**src/rtl/sync_updown_modcounter_if.sv**
```systemverilog
// Control/status bundle of the up/down modulo counter.
// Signal direction prefixes are from the counter's point of view.
interface sync_updown_modcounter_if #(
   parameter int NBITS = 4
);
   logic             i_clr;
   logic             i_load;
   logic [NBITS-1:0] i_load_val;
   logic             i_ena;
   logic             i_up_dn;
   logic [NBITS-1:0] o_counter;
   logic             o_tc_out;
   logic             o_ovf;

   modport master (
      output i_clr, i_load, i_load_val, i_ena, i_up_dn,
      input  o_counter, o_tc_out, o_ovf
   );

   modport slave (
      input  i_clr, i_load, i_load_val, i_ena, i_up_dn,
      output o_counter, o_tc_out, o_ovf
   );
endinterface

```
**src/rtl/sync_updown_modcounter.sv**
```systemverilog
// Up/down counter modulo MODULUS with clear, clamped load, wrap/saturate mode,
// sticky boundary-event flag and a zero-latency cascade enable (tc_out).
module sync_updown_modcounter #(
   parameter int NBITS    = 4,
   parameter int MODULUS  = 16,
   parameter int SATURATE = 0
) (
   input  logic                     clk,
   input  logic                     rst,
   sync_updown_modcounter_if.slave  bus
);

   if ((MODULUS < 2) || (longint'(MODULUS) > (longint'(1) << NBITS))) begin : g_bad_modulus
      $fatal(1, "sync_updown_modcounter: MODULUS %0d out of range for NBITS %0d", MODULUS, NBITS);
   end

   localparam logic [NBITS-1:0] LP_MAX     = NBITS'(MODULUS - 1);
   localparam logic [NBITS:0]   LP_MOD_EXT = (NBITS+1)'(MODULUS);

   logic [NBITS-1:0] r_counter;
   logic             r_ovf;

   logic             w_at_max;
   logic             w_at_zero;
   logic [NBITS-1:0] w_load_clamped;
   logic [NBITS-1:0] w_next_cnt;
   logic             w_next_ovf;
   logic             w_tc;

   assign w_at_max  = (r_counter == LP_MAX);
   assign w_at_zero = (r_counter == {NBITS{1'b0}});

   // Clamp out-of-range load values to the top of the count range.
   always_comb begin
      w_load_clamped = bus.i_load_val;
      if ({1'b0, bus.i_load_val} >= LP_MOD_EXT) begin
         w_load_clamped = LP_MAX;
      end else begin
         w_load_clamped = bus.i_load_val;
      end
   end

   // Next-state selection: clr > load > ena > hold.
   always_comb begin
      w_next_cnt = r_counter;
      w_next_ovf = r_ovf;
      if (bus.i_clr) begin
         w_next_cnt = {NBITS{1'b0}};
         w_next_ovf = 1'b0;
      end else if (bus.i_load) begin
         w_next_cnt = w_load_clamped;
      end else if (bus.i_ena) begin
         if (bus.i_up_dn) begin
            if (w_at_max) begin
               w_next_ovf = 1'b1;
               if (SATURATE != 0) begin
                  w_next_cnt = r_counter;
               end else begin
                  w_next_cnt = {NBITS{1'b0}};
               end
            end else begin
               w_next_cnt = r_counter + {{(NBITS-1){1'b0}}, 1'b1};
            end
         end else begin
            if (w_at_zero) begin
               w_next_ovf = 1'b1;
               if (SATURATE != 0) begin
                  w_next_cnt = r_counter;
               end else begin
                  w_next_cnt = LP_MAX;
               end
            end else begin
               w_next_cnt = r_counter - {{(NBITS-1){1'b0}}, 1'b1};
            end
         end
      end else begin
         w_next_cnt = r_counter;
         w_next_ovf = r_ovf;
      end
   end

   // Count and sticky flag registers.
   always_ff @(posedge clk or posedge rst) begin
      if (rst) begin
         r_counter <= {NBITS{1'b0}};
         r_ovf     <= 1'b0;
      end else begin
         r_counter <= w_next_cnt;
         r_ovf     <= w_next_ovf;
      end
   end

   // tc_out ignores clr/load so a downstream stage still sees the intended step.
   assign w_tc = ~rst & bus.i_ena &
                 ((bus.i_up_dn & w_at_max) | (~bus.i_up_dn & w_at_zero));

   assign bus.o_counter = r_counter;
   assign bus.o_ovf     = r_ovf;
   assign bus.o_tc_out  = w_tc;

endmodule

```
**src/flat_wrapper.sv**
```systemverilog
// flat-port wrapper written by rule: the top's interface ports become plain ports
module sync_updown_modcounter_flat 
#(
   parameter int NBITS    = 4,
   parameter int MODULUS  = 16,
   parameter int SATURATE = 0
)
  (clk, rst, bus_i_clr, bus_i_load, bus_i_load_val, bus_i_ena, bus_i_up_dn, bus_o_counter, bus_o_tc_out, bus_o_ovf);
  sync_updown_modcounter_if #(.NBITS(NBITS)) bus_i ();
  input  logic clk;
  input  logic rst;
  input wire logic [$bits(bus_i.i_clr)-1:0] bus_i_clr;
  input wire logic [$bits(bus_i.i_load)-1:0] bus_i_load;
  input wire logic [$bits(bus_i.i_load_val)-1:0] bus_i_load_val;
  input wire logic [$bits(bus_i.i_ena)-1:0] bus_i_ena;
  input wire logic [$bits(bus_i.i_up_dn)-1:0] bus_i_up_dn;
  output wire logic [$bits(bus_i.o_counter)-1:0] bus_o_counter;
  output wire logic [$bits(bus_i.o_tc_out)-1:0] bus_o_tc_out;
  output wire logic [$bits(bus_i.o_ovf)-1:0] bus_o_ovf;
  assign bus_i.i_clr = bus_i_clr;
  assign bus_i.i_load = bus_i_load;
  assign bus_i.i_load_val = bus_i_load_val;
  assign bus_i.i_ena = bus_i_ena;
  assign bus_i.i_up_dn = bus_i_up_dn;
  assign bus_o_counter = bus_i.o_counter;
  assign bus_o_tc_out = bus_i.o_tc_out;
  assign bus_o_ovf = bus_i.o_ovf;
  sync_updown_modcounter #(.NBITS(NBITS), .MODULUS(MODULUS), .SATURATE(SATURATE)) u_core (.clk(clk), .rst(rst), .bus(bus_i));
endmodule
```
**config.mk**
```make
export PLATFORM = sky130hd
export DESIGN_NAME = sync_updown_modcounter_flat
export DESIGN_NICKNAME = d
export VERILOG_FILES = /design/src/rtl/sync_updown_modcounter_if.sv /design/src/rtl/sync_updown_modcounter.sv /design/src/flat_wrapper.sv
export SDC_FILE = /design/constraint.sdc
export NUM_CORES = 1
export LEC_CHECK = 0
export ABC_AREA = 0
export BUFFER_PORTS_ARGS = -buffer_cell sky130_fd_sc_hd__buf_2
export CORE_AREA = 2 2 39 41
export DETAILED_ROUTE_END_ITERATION = 10
export DIE_AREA = 0 0 41 43
export GPL_TIMING_DRIVEN = 0
export PLACE_DENSITY = 0.64
export RECOVER_POWER = 100
export SLEW_MARGIN = 40
export SYNTH_ARGS = -nofsm -noshare
export SYNTH_HDL_FRONTEND = slang
export SYNTH_SLANG_ARGS = --single-unit
export TNS_END_PERCENT = 100
```
**constraint.sdc**
```tcl
create_clock -name clk -period 3.1 [get_ports clk]
set_input_delay 0 -clock clk [delete_from_list [all_inputs] [get_ports clk]]
set_output_delay 0 -clock clk [all_outputs]
set_load 0.005 [all_outputs]
```
==> results of run 1 <==
==> cells in the final DEF, fill, tap and decap left out, types with 2 or more instances in the layout <==
master	n
nand4_1	2
and3_1	2
a21oi_1	5
buf_2	12
nor2_1	4
ha_1	2
clkbuf_1	3
o21ai_0	3
a31oi_1	3
dlygate4sd3_1	2
mux2i_1	2
dfrtp_1	5
nand2_1	2
clkbuf_4	3
inv_1	7
==> registers in the layout (all words and copies together) (netlist names) <==
register / cells
u_core.bus.o_counter: 4
u_core.bus.o_ovf: 1
==> worst reg2reg max path: cells and delay by family, from the launching register on <==
kind                     cells  cell delay, ps
AND/OR/NAND/NOR              1             380
AO/OA/AOI/OAI                3             500
buffers and inverters        1             130
flip-flops                   1             440
adder cells (fa/ha/maj)      1             190
==> power by group <==
group          internal (W)  total [W]  switching (W)  leakage, nW
clock network     0.0000487  0.0000754      0.0000267       0.0150
registers         0.0000701  0.0000776     0.00000749       0.0658
logic             0.0000256  0.0000524      0.0000269        0.185
==> per-layer routing <==
layer	global-route usage	share of wire
met5	0	0
met4	0.0600	0
met3	0.0471	0.056
met2	0.175	0.48
met1	0.167	0.46
==> final cells by class <==
cell class                      instances  area, µm²  share of cell area
Sequential cell                         5        125               0.237
Buffer                                  1       11.3              0.0213
Clock buffer                            4       26.3              0.0498
Multi-Input combinational cell         35        231               0.438
Tap cell                               16       20.0              0.0379
Inverter                                7       26.3              0.0498
Timing Repair Buffer                   16       87.6               0.166
==> how the worst max path moves through the flow <==
stage                       startpoint                       to  slack, ps  cells past startpoint
2_1_floorplan  u_core.bus.o_counter[0]  u_core.bus.o_counter[0]       1550                      6
3_3_place_gp   u_core.bus.o_counter[0]             bus_o_tc_out       1440                      6
3_5_place_dp   u_core.bus.o_counter[0]  u_core.bus.o_counter[0]       1410                      6
4_1_cts        u_core.bus.o_counter[0]             bus_o_tc_out       1180                      6
5_1_grt        u_core.bus.o_counter[0]             bus_o_tc_out       1010                      6
6_report       u_core.bus.o_counter[0]             bus_o_tc_out       1170                      6
==> cell families after synthesis <==
kind of cell,Yosys count,synth area share
AO/OA/AOI/OAI,16,0.266
XOR/XNOR,2,0.0438
adder cells (fa/ha/maj),2,0.0625
buffers and inverters,8,0.0938
flip-flops,5,0.313
multiplexers,2,0.0500
AND/OR/NAND/NOR,13,0.172
==> stage by stage <==
stage,hold slack (ps),util,worst slack (ps),std cells
after CTS,0.977,0.388,1180,84
after global routing,27.0,0.382,1010,84
after detailed placement,-79.1,0.354,1410,78
after global placement,-84.0,0.354,1440,78
after floorplan,-216,-,1550,48
final,3.99,0.382,1170,84
==> run summary, run 1 <==
Cells after Synth - 48
Post-DRT Antenna Nets - 0
Synth area leader - dfrtp_1
most common cell in the netlist - inv_1
Final Slew Violations - 0
worst reg2reg endpoint - u_core.bus.o_counter[0]
Setup CP Type - flop to output port
placed cell area - 490 µm²
Initial Util - 0.289
RR Startpoint - u_core.bus.o_counter[0]
count of hold-fix buffers inserted at cts - 2
synth-to-layout area growth - 31.9%
Slowest cell on crit path - dfrtp_1
total routed wirelength - 994 µm
path type of the worst min-delay path - primary input to flop
root buf cell - clkbuf_4
syn nets - 60
die height - 43 µm
CTS Sinks - 5
First-pass DRT Iterations - 4
I/O pins - 16
delay-heaviest family, CP - simple AND/OR/NAND/NOR gates
final hold viol count - 0
leak pwr - 0.266 nW
WHS Path Cells - 3
DR iter-0 viols - 11
count of cell types in the netlist - 22
Synth Register Bits - 5
ant diodes - 0
DP Wirelength - 772 µm
most common library cells after synthesis - inv_1, a21oi_1, dfrtp_1
final setup vio count - 0
Tot Pwr - 0.000205 W
max_cap viols - 0
CP Buf/Inv Count - 2
Crit Path Max Fanout - 8
RSZ-0062 raised after global routing - no
vias - 433
clk_skew - 5.12 ps
global-route wire length before repair - 1480 µm
WHS Endpoint - u_core.bus.o_counter[1]
core area - 0.00138 mm²
CP Launch Type - flop
CTS Buf Count - 3
DRC - 0
nets - 81
port bufs - 14
Fmax - 0.519 GHz
Crit path arrival time - 1930 ps
Overflow after GRT - 0
status - finished clean
routability congestion estimate - 0.758
yosys warns - 0
Post-synth EDFFs - 0
Post-synth ARST share - 1.00
antenna violations before repair - 0
worst skew pair latency - 240 ps
final cycle utilization of the critical path - 0.622
final-layout fill cell count - 151
power density over the cells - 389 mW/mm²
global-route usage over all layers - 0.126
post-CTS setup buffer count - 0
Synth Flop Type - dfrtp_1
post-cts sizing count - 0
relative slew slack - 0.828
post-synthesis sequential area ratio - 0.313
CP endpoint kind - output port
Worst Tran Pin Value - 255 ps
main area contributors after synthesis - dfrtp_1, inv_1, a21oi_1, ha_1, mux2i_1
routed length per instance - 11.8 µm
vias in the first global route - 369
clock buffer depth - 2
Die ar. - 0.00176 mm²
largest net degree at the start of global routing - 10
TritonCTS clock tree - built
TNS Setup - 0 ps
Yosys top cell area share - 0.313
Worst EP required - 3100 ps
Die W - 41 µm
cell area after synthesis - 400 µm²
Avg Inst Size Synth - 8.34 µm²
max incr delay on CP - 440 ps
flop2flop setup slack - 1360 ps
Worst VDD drop - 174 µV
crit path time final - 1930 ps
H-tree levels - 1
fin area - 528 µm²
layout cell share with drive strength beyond 1 - 0.250
R2R depth - 6
Vias/cell - 5.15
clk slew on worst S/H paths - 40 ps
crit path cell chain - inv_1, ha_1, or3b_1, o21ai_0, and3_1, buf_2
cell row count - 14
Hold Path Origin - bus_i_load_val[1]
Power figures use the tool's default switching activity.
==> inputs of run 2 (changes only) <==
==> constraint.sdc (replaced) <==
create_clock -name clk -period 2 [get_ports clk]
set_input_delay 0 -clock clk [delete_from_list [all_inputs] [get_ports clk]]
set_output_delay 0 -clock clk [all_outputs]
set_load 0.005 [all_outputs]
==> run summary, run 2 (synthesized netlist as in run 1, its figures left out) <==
clk slew on worst S/H paths - 40 ps
routability congestion estimate - 0.758
CTS Sinks - 5
R2R depth - 6
DP Wirelength - 772 µm
Clock power frac - 0.367
flop2flop setup slack - 250 ps
port bufs - 14
CP Buf/Inv Count - 2
Pint - 0.000224 W
Slowest cell on crit path - dfrtp_1
NetSw - 0.0000949 W
Initial Util - 0.289
most common cell after layout, fill and taps aside - buf_2
final hold viol count - 0
max incr delay on CP - 440 ps
final cycle utilization of the critical path - 0.928
Tot Pwr - 0.000319 W
Setup CP Type - flop to output port
Sequential Power Share - 0.377
global-route usage over all layers - 0.126
final-layout fill cell count - 151
CP endpoint kind - output port
total routed wirelength - 994 µm
Crit path arrival time - 1860 ps
Sw Ratio - 0.298
non-filler instance count after layout - 84
Hold Path Origin - bus_i_load_val[1]
antenna violations before repair - 0
Overflow after GRT - 0
ant diodes - 0
fin util - 0.382
max_cap viols - 0
vias in the first global route - 369
cell row count - 14
TritonCTS clock tree - built
WHS Path Cells - 3
relative slew slack - 0.841
crit path time final - 1860 ps
root buf cell - clkbuf_4
worst skew pair latency - 240 ps
synth-to-layout area growth - 31.9%
placed cells - 78
H-tree levels - 1
RR Startpoint - u_core.bus.o_counter[0]
final setup vio count - 0
most frequent cells in the layout - buf_2, inv_1, a21oi_1, dfrtp_1, nor2_1
Worst EP required - 2000 ps
DRC - 0
core area - 0.00138 mm²
clock buffer depth - 2
WHS Endpoint - u_core.bus.o_counter[1]
Worst Tran Pin Value - 238 ps
power density over the cells - 604 mW/mm²
WHS - 3.99 ps
Worst VDD drop - 270 µV
Die W - 41 µm
Post-DRT Antenna Nets - 0
I/O pins - 16
First-pass DRT Iterations - 4
leak pwr - 0.266 nW
die height - 43 µm
layout cell share with drive strength beyond 1 - 0.250
CP Launch Type - flop
max reg flops - 4
status - finished clean
Final Slew Violations - 0
vias - 433
delay-heaviest family, CP - simple AND/OR/NAND/NOR gates
routed length per instance - 11.8 µm
crit path cell chain - inv_1, ha_1, or3b_1, o21ai_1, and3_1, buf_2
global-route wire length before repair - 1480 µm
RSZ-0062 raised after global routing - no
Vias/cell - 5.15
CTS Buf Count - 3
Comb power frac - 0.256
nets - 81
path type of the worst min-delay path - primary input to flop
worst reg2reg endpoint - u_core.bus.o_counter[0]
DR iter-0 viols - 11
clk_skew - 5.12 ps
largest net degree at the start of global routing - 10
Fmax - 0.539 GHz
TNS Setup - 0 ps
Crit Path Max Fanout - 8
Die ar. - 0.00176 mm²
-- run 2: cell counts in the layout (fill, tap and decap cells not counted) --
Identical to the previous run, type by type.
-- run 2: worst min-delay path: stages --
cell and delay (ps):
buf_2 90, nand2_1 50, a21oi_1 50
-- run 2: power by group through the flow --
stage               Sequential, W  Combinational [W]  Clock [W]
finish                   0.000120          0.0000816   0.000117
global route             0.000122          0.0000902   0.000133
CTS                      0.000120          0.0000842   0.000121
detailed placement       0.000122          0.0000804          0
global placement         0.000121          0.0000794          0
floorplan                0.000120          0.0000513          0
-- run 2: worst max-delay path by stage --
stage / from / to / slack (ps) / cells after the start
floorplan: u_core.bus.o_counter[0] / u_core.bus.o_counter[0] / 450 / 6
global placement: u_core.bus.o_counter[0] / bus_o_tc_out / 340 / 6
detailed placement: u_core.bus.o_counter[0] / u_core.bus.o_counter[0] / 310 / 6
CTS: u_core.bus.o_counter[0] / bus_o_tc_out / 80 / 6
global route: u_core.bus.o_counter[0] / bus_o_tc_out / 7 / 6
finish: u_core.bus.o_counter[0] / bus_o_tc_out / 140 / 6
-- run 2: timing repair --
action | CTS | global route
buffers inserted | 0 | 0
hold buffers | 2 | 0
endpoints found under the setup margin | 0 | 1
gates resized for setup | 0 | 1
endpoints found under the hold margin | 9 | 0
-- run 2: area by class of cell --
class | count | area [µm²] | area share
clock buffer | 4 | 26.3 | 0.0498
multi-input combinational | 35 | 231 | 0.438
sequential | 5 | 125 | 0.237
tap | 16 | 20.0 | 0.0379
buffer | 1 | 11.3 | 0.0213
inverter | 7 | 26.3 | 0.0498
timing repair buffer | 16 | 87.6 | 0.166
-- run 2: metal layers --
metal / part of all wire / up-vias / GRT usage / routed length, µm
met5: 0 / - / 0 / 0
met4: 0 / 0 / 0.0600 / 0
met3: 0.056 / 0 / 0.0471 / 56
met2: 0.48 / 13 / 0.175 / 479
met1: 0.46 / 204 / 0.167 / 458
li1: - / 216 / - / -
-- run 2: metrics by stage --
stage	instance area (µm²)	setup slack (ps)
3_5_place_dp	490	312
3_3_place_gp	490	337
6_report	528	144
5_1_grt	528	7.10
4_1_cts	537	76.0
2_1_floorplan	400	448
